==> src/rtl/stopwatch_pkg.sv <==
// Shared types and constants for the stopwatch controller.
// Digit order everywhere: d3..d0 = seconds tens, seconds ones, tenths, hundredths.
package stopwatch_pkg;

    typedef enum logic [1:0] {
        IDLE    = 2'd0,
        RUNNING = 2'd1,
        LAP     = 2'd2,
        STOPPED = 2'd3
    } sw_state_t;

    localparam int DIGIT_W = 4;

    localparam logic [DIGIT_W-1:0] MAX_D3 = 4'd5;
    localparam logic [DIGIT_W-1:0] MAX_D2 = 4'd9;
    localparam logic [DIGIT_W-1:0] MAX_D1 = 4'd9;
    localparam logic [DIGIT_W-1:0] MAX_D0 = 4'd9;

    // True when the live count sits at 59.99, the last value before wrap.
    function automatic logic is_max(input logic [DIGIT_W-1:0] d3,
                                    input logic [DIGIT_W-1:0] d2,
                                    input logic [DIGIT_W-1:0] d1,
                                    input logic [DIGIT_W-1:0] d0);
        return (d3 == MAX_D3) && (d2 == MAX_D2) && (d1 == MAX_D1) && (d0 == MAX_D0);
    endfunction

endpackage

==> src/rtl/stopwatch_ctrl_if.sv <==
// Bundle between the board/core side (master) and the stopwatch controller (slave).
// Buttons and live digits flow into the controller; run/clear/lap and display digits flow out.
interface stopwatch_ctrl_if;
    import stopwatch_pkg::*;

    logic               btn_start_stop;
    logic               btn_lap_clear;
    logic [DIGIT_W-1:0] live_digit0;
    logic [DIGIT_W-1:0] live_digit1;
    logic [DIGIT_W-1:0] live_digit2;
    logic [DIGIT_W-1:0] live_digit3;
    logic               run;
    logic               sw_clear;
    logic               lap_active;
    logic [DIGIT_W-1:0] disp_digit0;
    logic [DIGIT_W-1:0] disp_digit1;
    logic [DIGIT_W-1:0] disp_digit2;
    logic [DIGIT_W-1:0] disp_digit3;

    modport master (
        output btn_start_stop, btn_lap_clear,
        output live_digit0, live_digit1, live_digit2, live_digit3,
        input  run, sw_clear, lap_active,
        input  disp_digit0, disp_digit1, disp_digit2, disp_digit3
    );

    modport slave (
        input  btn_start_stop, btn_lap_clear,
        input  live_digit0, live_digit1, live_digit2, live_digit3,
        output run, sw_clear, lap_active,
        output disp_digit0, disp_digit1, disp_digit2, disp_digit3
    );

endinterface

==> src/rtl/stopwatch_ctrl_debounce.sv <==
// button_debounce: 2-FF synchronizer, stable-level debounce counter, one-cycle press pulse.
// Pulse is registered: high the cycle after the debounced level rises; releases produce nothing.
module button_debounce #(
    parameter int DEBOUNCE_CYCLES = 500000
) (
    input  logic clk,
    input  logic reset_n,
    input  logic btn_raw,
    output logic press_pulse
);

    localparam int CW = $clog2(DEBOUNCE_CYCLES + 1);

    logic          sync1_q, sync1_d;
    logic          sync2_q, sync2_d;
    logic          level_q, level_d;
    logic          pulse_q, pulse_d;
    logic [CW-1:0] cnt_q,   cnt_d;

    always_comb begin
        sync1_d = btn_raw;
        sync2_d = sync1_q;
        level_d = level_q;
        cnt_d   = '0;
        pulse_d = 1'b0;
        // Any cycle where the synced input agrees with the level restarts the count.
        if (sync2_q != level_q) begin
            if (cnt_q == CW'(DEBOUNCE_CYCLES - 1)) begin
                level_d = sync2_q;
                pulse_d = sync2_q;
            end else begin
                cnt_d = cnt_q + 1'b1;
            end
        end
    end

    always_ff @(posedge clk or negedge reset_n) begin
        if (!reset_n) begin
            sync1_q <= 1'b0;
            sync2_q <= 1'b0;
            level_q <= 1'b0;
            pulse_q <= 1'b0;
            cnt_q   <= '0;
        end else begin
            sync1_q <= sync1_d;
            sync2_q <= sync2_d;
            level_q <= level_d;
            pulse_q <= pulse_d;
            cnt_q   <= cnt_d;
        end
    end

    assign press_pulse = pulse_q;

endmodule

==> src/rtl/stopwatch_ctrl.sv <==
// Stopwatch button controller: debounced start/stop and lap/clear drive a run/lap/clear FSM and lap-freeze display.
// Optional STOPWATCH_AUTOSTOP_EN: stop automatically when the live count reaches 59.99.
module stopwatch_ctrl
    import stopwatch_pkg::*;
#(
    parameter int DEBOUNCE_CYCLES = 500000
) (
    input  logic               clk,
    input  logic               reset_n,
    stopwatch_ctrl_if.slave    bus
);

    logic ss_pulse;
    logic lc_pulse;

    button_debounce #(.DEBOUNCE_CYCLES(DEBOUNCE_CYCLES)) u_db_start_stop (
        .clk         (clk),
        .reset_n     (reset_n),
        .btn_raw     (bus.btn_start_stop),
        .press_pulse (ss_pulse)
    );

    button_debounce #(.DEBOUNCE_CYCLES(DEBOUNCE_CYCLES)) u_db_lap_clear (
        .clk         (clk),
        .reset_n     (reset_n),
        .btn_raw     (bus.btn_lap_clear),
        .press_pulse (lc_pulse)
    );

    sw_state_t          state_q, state_d;
    logic               run_q, run_d;
    logic               sw_clear_q, sw_clear_d;
    logic               lap_active_q, lap_active_d;
    logic [DIGIT_W-1:0] lap_q   [4];
    logic [DIGIT_W-1:0] lap_d   [4];
    logic [DIGIT_W-1:0] disp_q  [4];
    logic [DIGIT_W-1:0] disp_d  [4];
    logic [DIGIT_W-1:0] live    [4];

    assign live[0] = bus.live_digit0;
    assign live[1] = bus.live_digit1;
    assign live[2] = bus.live_digit2;
    assign live[3] = bus.live_digit3;

    always_comb begin
        state_d    = state_q;
        sw_clear_d = 1'b0;
        lap_d      = lap_q;
        // start_stop is tested first in every state so it wins a same-cycle collision.
        unique case (state_q)
            IDLE: begin
                if (ss_pulse) state_d = RUNNING;
            end
            RUNNING: begin
                if (ss_pulse) begin
                    state_d = STOPPED;
                end else if (lc_pulse) begin
                    state_d = LAP;
                    lap_d   = live;
                end
            end
            LAP: begin
                if (ss_pulse)      state_d = STOPPED;
                else if (lc_pulse) state_d = RUNNING;
            end
            STOPPED: begin
                if (ss_pulse) begin
                    state_d = RUNNING;
                end else if (lc_pulse) begin
                    state_d    = IDLE;
                    sw_clear_d = 1'b1;
                end
            end
            default: state_d = IDLE;
        endcase
`ifdef STOPWATCH_AUTOSTOP_EN
        if ((state_q == RUNNING || state_q == LAP) &&
            is_max(live[3], live[2], live[1], live[0])) begin
            state_d = STOPPED;
            lap_d   = lap_q;
        end
`endif
        run_d        = (state_d == RUNNING) || (state_d == LAP);
        lap_active_d = (state_d == LAP);
        // On the entry edge the lap regs are still loading, so show live (same value) that one time.
        if (state_d == LAP && state_q == LAP) disp_d = lap_q;
        else                                  disp_d = live;
    end

    always_ff @(posedge clk or negedge reset_n) begin
        if (!reset_n) begin
            state_q      <= IDLE;
            run_q        <= 1'b0;
            sw_clear_q   <= 1'b0;
            lap_active_q <= 1'b0;
            for (int i = 0; i < 4; i++) begin
                lap_q[i]  <= '0;
                disp_q[i] <= '0;
            end
        end else begin
            state_q      <= state_d;
            run_q        <= run_d;
            sw_clear_q   <= sw_clear_d;
            lap_active_q <= lap_active_d;
            for (int i = 0; i < 4; i++) begin
                lap_q[i]  <= lap_d[i];
                disp_q[i] <= disp_d[i];
            end
        end
    end

    assign bus.run         = run_q;
    assign bus.sw_clear    = sw_clear_q;
    assign bus.lap_active  = lap_active_q;
    assign bus.disp_digit0 = disp_q[0];
    assign bus.disp_digit1 = disp_q[1];
    assign bus.disp_digit2 = disp_q[2];
    assign bus.disp_digit3 = disp_q[3];

endmodule

==> src/flat_wrapper.sv <==
// flat-port wrapper written by rule: the top's interface ports become plain ports
module stopwatch_ctrl_flat import stopwatch_pkg::*;
#(
    parameter int DEBOUNCE_CYCLES = 500000
)
  (clk, reset_n, bus_btn_start_stop, bus_btn_lap_clear, bus_live_digit0, bus_live_digit1, bus_live_digit2, bus_live_digit3, bus_run, bus_sw_clear, bus_lap_active, bus_disp_digit0, bus_disp_digit1, bus_disp_digit2, bus_disp_digit3);
  stopwatch_ctrl_if bus_i ();
  input  logic clk;
  input  logic reset_n;
  input wire logic [$bits(bus_i.btn_start_stop)-1:0] bus_btn_start_stop;
  input wire logic [$bits(bus_i.btn_lap_clear)-1:0] bus_btn_lap_clear;
  input wire logic [$bits(bus_i.live_digit0)-1:0] bus_live_digit0;
  input wire logic [$bits(bus_i.live_digit1)-1:0] bus_live_digit1;
  input wire logic [$bits(bus_i.live_digit2)-1:0] bus_live_digit2;
  input wire logic [$bits(bus_i.live_digit3)-1:0] bus_live_digit3;
  output wire logic [$bits(bus_i.run)-1:0] bus_run;
  output wire logic [$bits(bus_i.sw_clear)-1:0] bus_sw_clear;
  output wire logic [$bits(bus_i.lap_active)-1:0] bus_lap_active;
  output wire logic [$bits(bus_i.disp_digit0)-1:0] bus_disp_digit0;
  output wire logic [$bits(bus_i.disp_digit1)-1:0] bus_disp_digit1;
  output wire logic [$bits(bus_i.disp_digit2)-1:0] bus_disp_digit2;
  output wire logic [$bits(bus_i.disp_digit3)-1:0] bus_disp_digit3;
  assign bus_i.btn_start_stop = bus_btn_start_stop;
  assign bus_i.btn_lap_clear = bus_btn_lap_clear;
  assign bus_i.live_digit0 = bus_live_digit0;
  assign bus_i.live_digit1 = bus_live_digit1;
  assign bus_i.live_digit2 = bus_live_digit2;
  assign bus_i.live_digit3 = bus_live_digit3;
  assign bus_run = bus_i.run;
  assign bus_sw_clear = bus_i.sw_clear;
  assign bus_lap_active = bus_i.lap_active;
  assign bus_disp_digit0 = bus_i.disp_digit0;
  assign bus_disp_digit1 = bus_i.disp_digit1;
  assign bus_disp_digit2 = bus_i.disp_digit2;
  assign bus_disp_digit3 = bus_i.disp_digit3;
  stopwatch_ctrl #(.DEBOUNCE_CYCLES(DEBOUNCE_CYCLES)) u_core (.clk(clk), .reset_n(reset_n), .bus(bus_i));
endmodule
==> config.mk <==
export PLATFORM = sky130hd
export DESIGN_NAME = stopwatch_ctrl_flat
export DESIGN_NICKNAME = d
export VERILOG_FILES = /design/src/rtl/stopwatch_pkg.sv /design/src/rtl/stopwatch_ctrl_if.sv /design/src/rtl/stopwatch_ctrl_debounce.sv /design/src/rtl/stopwatch_ctrl.sv /design/src/flat_wrapper.sv
export SDC_FILE = /design/constraint.sdc
export NUM_CORES = 1
export LEC_CHECK = 0
export BUFFER_PORTS_ARGS = -buffer_cell sky130_fd_sc_hd__buf_2
export CORE_AREA = 2 2 100 102
export DETAILED_ROUTE_END_ITERATION = 16
export DIE_AREA = 0 0 102 104
export SYNTH_ARGS = -nofsm -noshare
export SYNTH_HDL_FRONTEND = slang
export SYNTH_HIERARCHICAL = 1
export SYNTH_SLANG_ARGS = --single-unit
==> constraint.sdc <==
create_clock -name clk -period 2 [get_ports clk]
set_input_delay 0.2 -clock clk [delete_from_list [all_inputs] [get_ports clk]]
set_output_delay 0.2 -clock clk [all_outputs]
set_load 0.01 [all_outputs]
==> impl_results.rst <==
.. list-table::
   :header-rows: 1

   * - Metric
     - Value
   * - Sequential share of the synthesized area
     - 56.1%
   * - Ranking of synthesized cells by area
     - sky130_fd_sc_hd__dfrtp_1 (56%), sky130_fd_sc_hd__mux2_2 (7.3%), sky130_fd_sc_hd__xnor2_1 (5.9%)
   * - Vias in the first global route
     - 2,425
   * - Hold Slack
     - 0.0810 ns
   * - Worst relative slew slack
     - 68.0%
   * - Result of the run
     - complete, no violations
   * - Nets@finish
     - 388
   * - Max Fanout on Critical Path
     - 5
   * - CP Capture Type
     - flop
   * - I/O pin total
     - 39
   * - Number of antenna diodes
     - 0
   * - Total track usage
     - roughly an eighth
   * - TritonRoute pass-1 iters
     - 4
   * - Routed wire length
     - 6.40 mm
   * - Worst clock skew
     - slightly below 0.009 ns
   * - Slew at the pin with the worst max-slew slack
     - ~0.48 ns
   * - Data arrival time of the critical path
     - 2.09 ns
   * - Met2 track utilization from global routing
     - between 10% and 20%
   * - Most frequent cells in the layout
     - sky130_fd_sc_hd__dfrtp_1 (83), sky130_fd_sc_hd__buf_2 (37), sky130_fd_sc_hd__nor2_1 (37)
   * - Number of rows in the core area
     - 36
   * - Number of antenna violations at the first check in global routing
     - 0
   * - Post-synthesis cell type with the largest combined area
     - sky130_fd_sc_hd__dfrtp_1
   * - Die Wd
     - approximately 100 microns
   * - Initial standard-cell utilization of the core
     - just under 40%
   * - Sinks on the clock net
     - 83
   * - Maximum number of pins on one net before global-route repair
     - 47
   * - Most frequent standard cell in the layout excluding fill and tap cells
     - sky130_fd_sc_hd__dfrtp_1
   * - Number of nets produced by synthesis
     - 329
   * - Min-Delay Path Class
     - input port to flop
   * - Global-route wire length before repair
     - around 11 mm
   * - Post-CTS clock slew at the launch and capture registers of the worst setup and hold paths
     - 0.09 ns
   * - Placer's final routability congestion estimate
     - 0.849
   * - CTS tree
     - done
   * - Final setup vio count
     - 0
   * - Power density over the cells
     - 672 mW/mm^2
   * - Routed WL per cell
     - 12.7 microns
   * - Critical path class
     - flop to flop
   * - Part of the cycle the worst path needs
     - 92.5%
   * - Critical path startpoint category
     - flop
   * - 1st-iter DRT viols
     - 103
   * - Filler cell count in the final layout
     - 900
   * - Overall overflow remaining after global route
     - 0
   * - Avg Inst Size Synth
     - 12.1 sq um
   * - Cells on worst reg2reg path
     - 6
   * - Count of unresolved DRC violations after routing
     - 0
   * - Unrepaired setup endpoints after global routing
     - no
   * - Peak ir drop on the vdd network
     - 228 uV
   * - Area growth from synthesis to layout
     - 18.1%
   * - Total number of H-tree levels
     - 3
   * - Setup slack, reg-to-reg
     - 0.15 ns
   * - CTS root buffer
     - sky130_fd_sc_hd__clkbuf_8
   * - HPWL after detailed placement
     - 4.51 mm
   * - Max-cap viol count
     - 0
   * - Synthesized flop and latch total
     - slightly above 80
   * - Final setup TNS
     - 0 ns
   * - Final hold violation count
     - 0
   * - Avg Vias per Cell
     - around 4.9
   * - Hold depth
     - 2
   * - Total number of yosys warnings
     - 6
   * - Power consumption
     - 2.94 mW
   * - Full die area
     - 0.0106 sq mm
   * - Share of final-layout standard cells stronger than drive strength 1
     - 31.6%
   * - Worst Path Required
     - 2.24 ns
   * - Number of distinct library cells after synthesis
     - 37
   * - Buffers on Ports
     - 38
   * - Met1 track demand over resource
     - 17.3%
   * - Combined area of the multi-input logic cells
     - 0.00155 sq mm
   * - Synth Cell Area
     - between 0.003 and 0.004 sq mm
   * - Top achievable clock speed
     - 541 MHz
   * - Most used routing layer in global routing
     - met2
   * - Clk_lat worst skew
     - 0.36 ns
   * - Number of instances in the synthesized netlist
     - 306
   * - Die Span Y
     - 104 microns
   * - Routing usage on met3
     - 3.16%
   * - Clock Tree Buf Depth
     - 2
   * - Via count
     - 2,467
   * - Register cell area after layout
     - 0.00208 sq mm
   * - Count of final max-slew check failures
     - 0
   * - Routed Antenna Nets
     - 0
   * - Time the worst path needs with I/O delays and setup
     - 1.85 ns
   * - CORE AREA
     - 0.00955 sq mm
   * - CTS buffer count
     - 9
   * - Proportion of netlist area held by the largest area contributor
     - 56.1%
   * - Leakage
     - 1.88 nW
## synthesized netlist by cell type, drive strengths merged
| cell | n |
|---|---|
| nor2 | 37 |
| a31o | 2 |
| nor3b | 2 |
| nand4 | 20 |
| and2 | 2 |
| dfrtp | 83 |
| a211oi | 2 |
| o31ai | 2 |
| and2b | 1 |
| nand2 | 14 |
| nand3 | 12 |
| buf | 7 |
| mux2 | 34 |
| ha | 3 |
| xor2 | 8 |
| clkbuf | 2 |
| and4 | 3 |
| nor2b | 1 |
| or3 | 2 |
| nor3 | 12 |
| a211o | 1 |
| or4 | 2 |
| o21ai | 2 |
| nor4b | 4 |
| inv | 8 |
| nand3b | 1 |
| nor4 | 6 |
| a21oi | 4 |
| xnor2 | 25 |
| nor4bb | 1 |
| and3 | 3 |
## stage by stage
stage                     instance area [sq um]  setup slack (ns)  util, %  cells
after floorplan                            3700             0.167        -    306
final                                      4370             0.151     45.8    503
after detailed placement                   4150             0.159     43.5    483
after CTS                                  4360             0.143     45.6    502
after global placement                     4150             0.193     43.5    483
after global routing                       4370            0.0252     45.8    503
## layer usage
| layer | share of wire [%] | wire, microns |
|---|---|---|
| met5 | 0 | 0 |
| met4 | 2.8 | 176 |
| met3 | 5.3 | 336 |
| met2 | 44 | 2810 |
| met1 | 48 | 3080 |
## repair_timing
| action | CTS | global route |
|---|---|---|
| endpoints found under the setup margin | 0 | 1 |
| hold buffers | 3 | 0 |
| endpoints found under the hold margin | 39 | 0 |
| resized for setup | 0 | 1 |
| setup buffers | 0 | 1 |
## state kept, by name, indices dropped and copies added, names as in the netlist, 2 cells and up
signal                        count
u_core/state_q                    2
u_core/u_db_lap_clear/cnt_q      19
u_core/u_db_start_stop/cnt_q     19
u_core/bus.disp_digit0            4
u_core/lap_q                     16
u_core/bus.disp_digit1            4
u_core/bus.disp_digit3            4
u_core/bus.disp_digit2            4
## report_power, final
group | leakage (nW) | switching (mW) | internal (mW) | total (mW)
clock | 0.0820 | 0.607 | 0.454 | 1.06
combinational | 0.694 | 0.0860 | 0.0661 | 0.152
sequential | 1.11 | 0.0174 | 1.71 | 1.72
## final cells by class
class / instances / share of cell area [%]
Sequential cell: 83 / 47.5
Multi-Input combinational cell: 206 / 35.6
Timing Repair Buffer: 57 / 8.42
Tap cell: 133 / 3.81
Clock buffer: 9 / 2.84
Clock inverter: 7 / 1.15
Inverter: 8 / 0.687
## final timing paths
check / from / endpoint
max reg2reg: u_core/u_db_lap_clear/cnt_q[0]$_DFF_PN0_ / u_core/u_db_lap_clear/cnt_q[14]$_DFF_PN0_
max: u_core/u_db_lap_clear/cnt_q[0]$_DFF_PN0_ / u_core/u_db_lap_clear/cnt_q[14]$_DFF_PN0_
min: bus_live_digit3[0] / u_core/lap_q[0]$_DFFE_PN0P_
max in group asynchronous: reset_n / u_core/u_db_start_stop/cnt_q[18]$_DFF_PN0_
min in group asynchronous: reset_n / u_core/lap_q[10]$_DFFE_PN0P_
min reg2reg: u_core/u_db_lap_clear/sync1_q$_DFF_PN0_ / u_core/u_db_lap_clear/sync2_q$_DFF_PN0_
## logic make-up after synthesis
logic type | share of synthesized area, %
adders and majority gates | 1.01
DFF | 56.1
AOI/OAI and AO/OA | 3.28
buffers and inverters | 2.43
xor gates and xnor gates | 7.81
muxes | 11.4
and+or+nand+nor | 18.0
## worst max-delay path: stages, from the launching register on
cell                      delay, ns
sky130_fd_sc_hd__dfrtp_1       0.44
sky130_fd_sc_hd__ha_1          0.25
sky130_fd_sc_hd__nand4_1       0.21
sky130_fd_sc_hd__buf_4         0.21
sky130_fd_sc_hd__nor4_1        0.41
sky130_fd_sc_hd__xnor2_1       0.18
sky130_fd_sc_hd__nor2_1        0.05
Power figures use the tool's default switching activity.
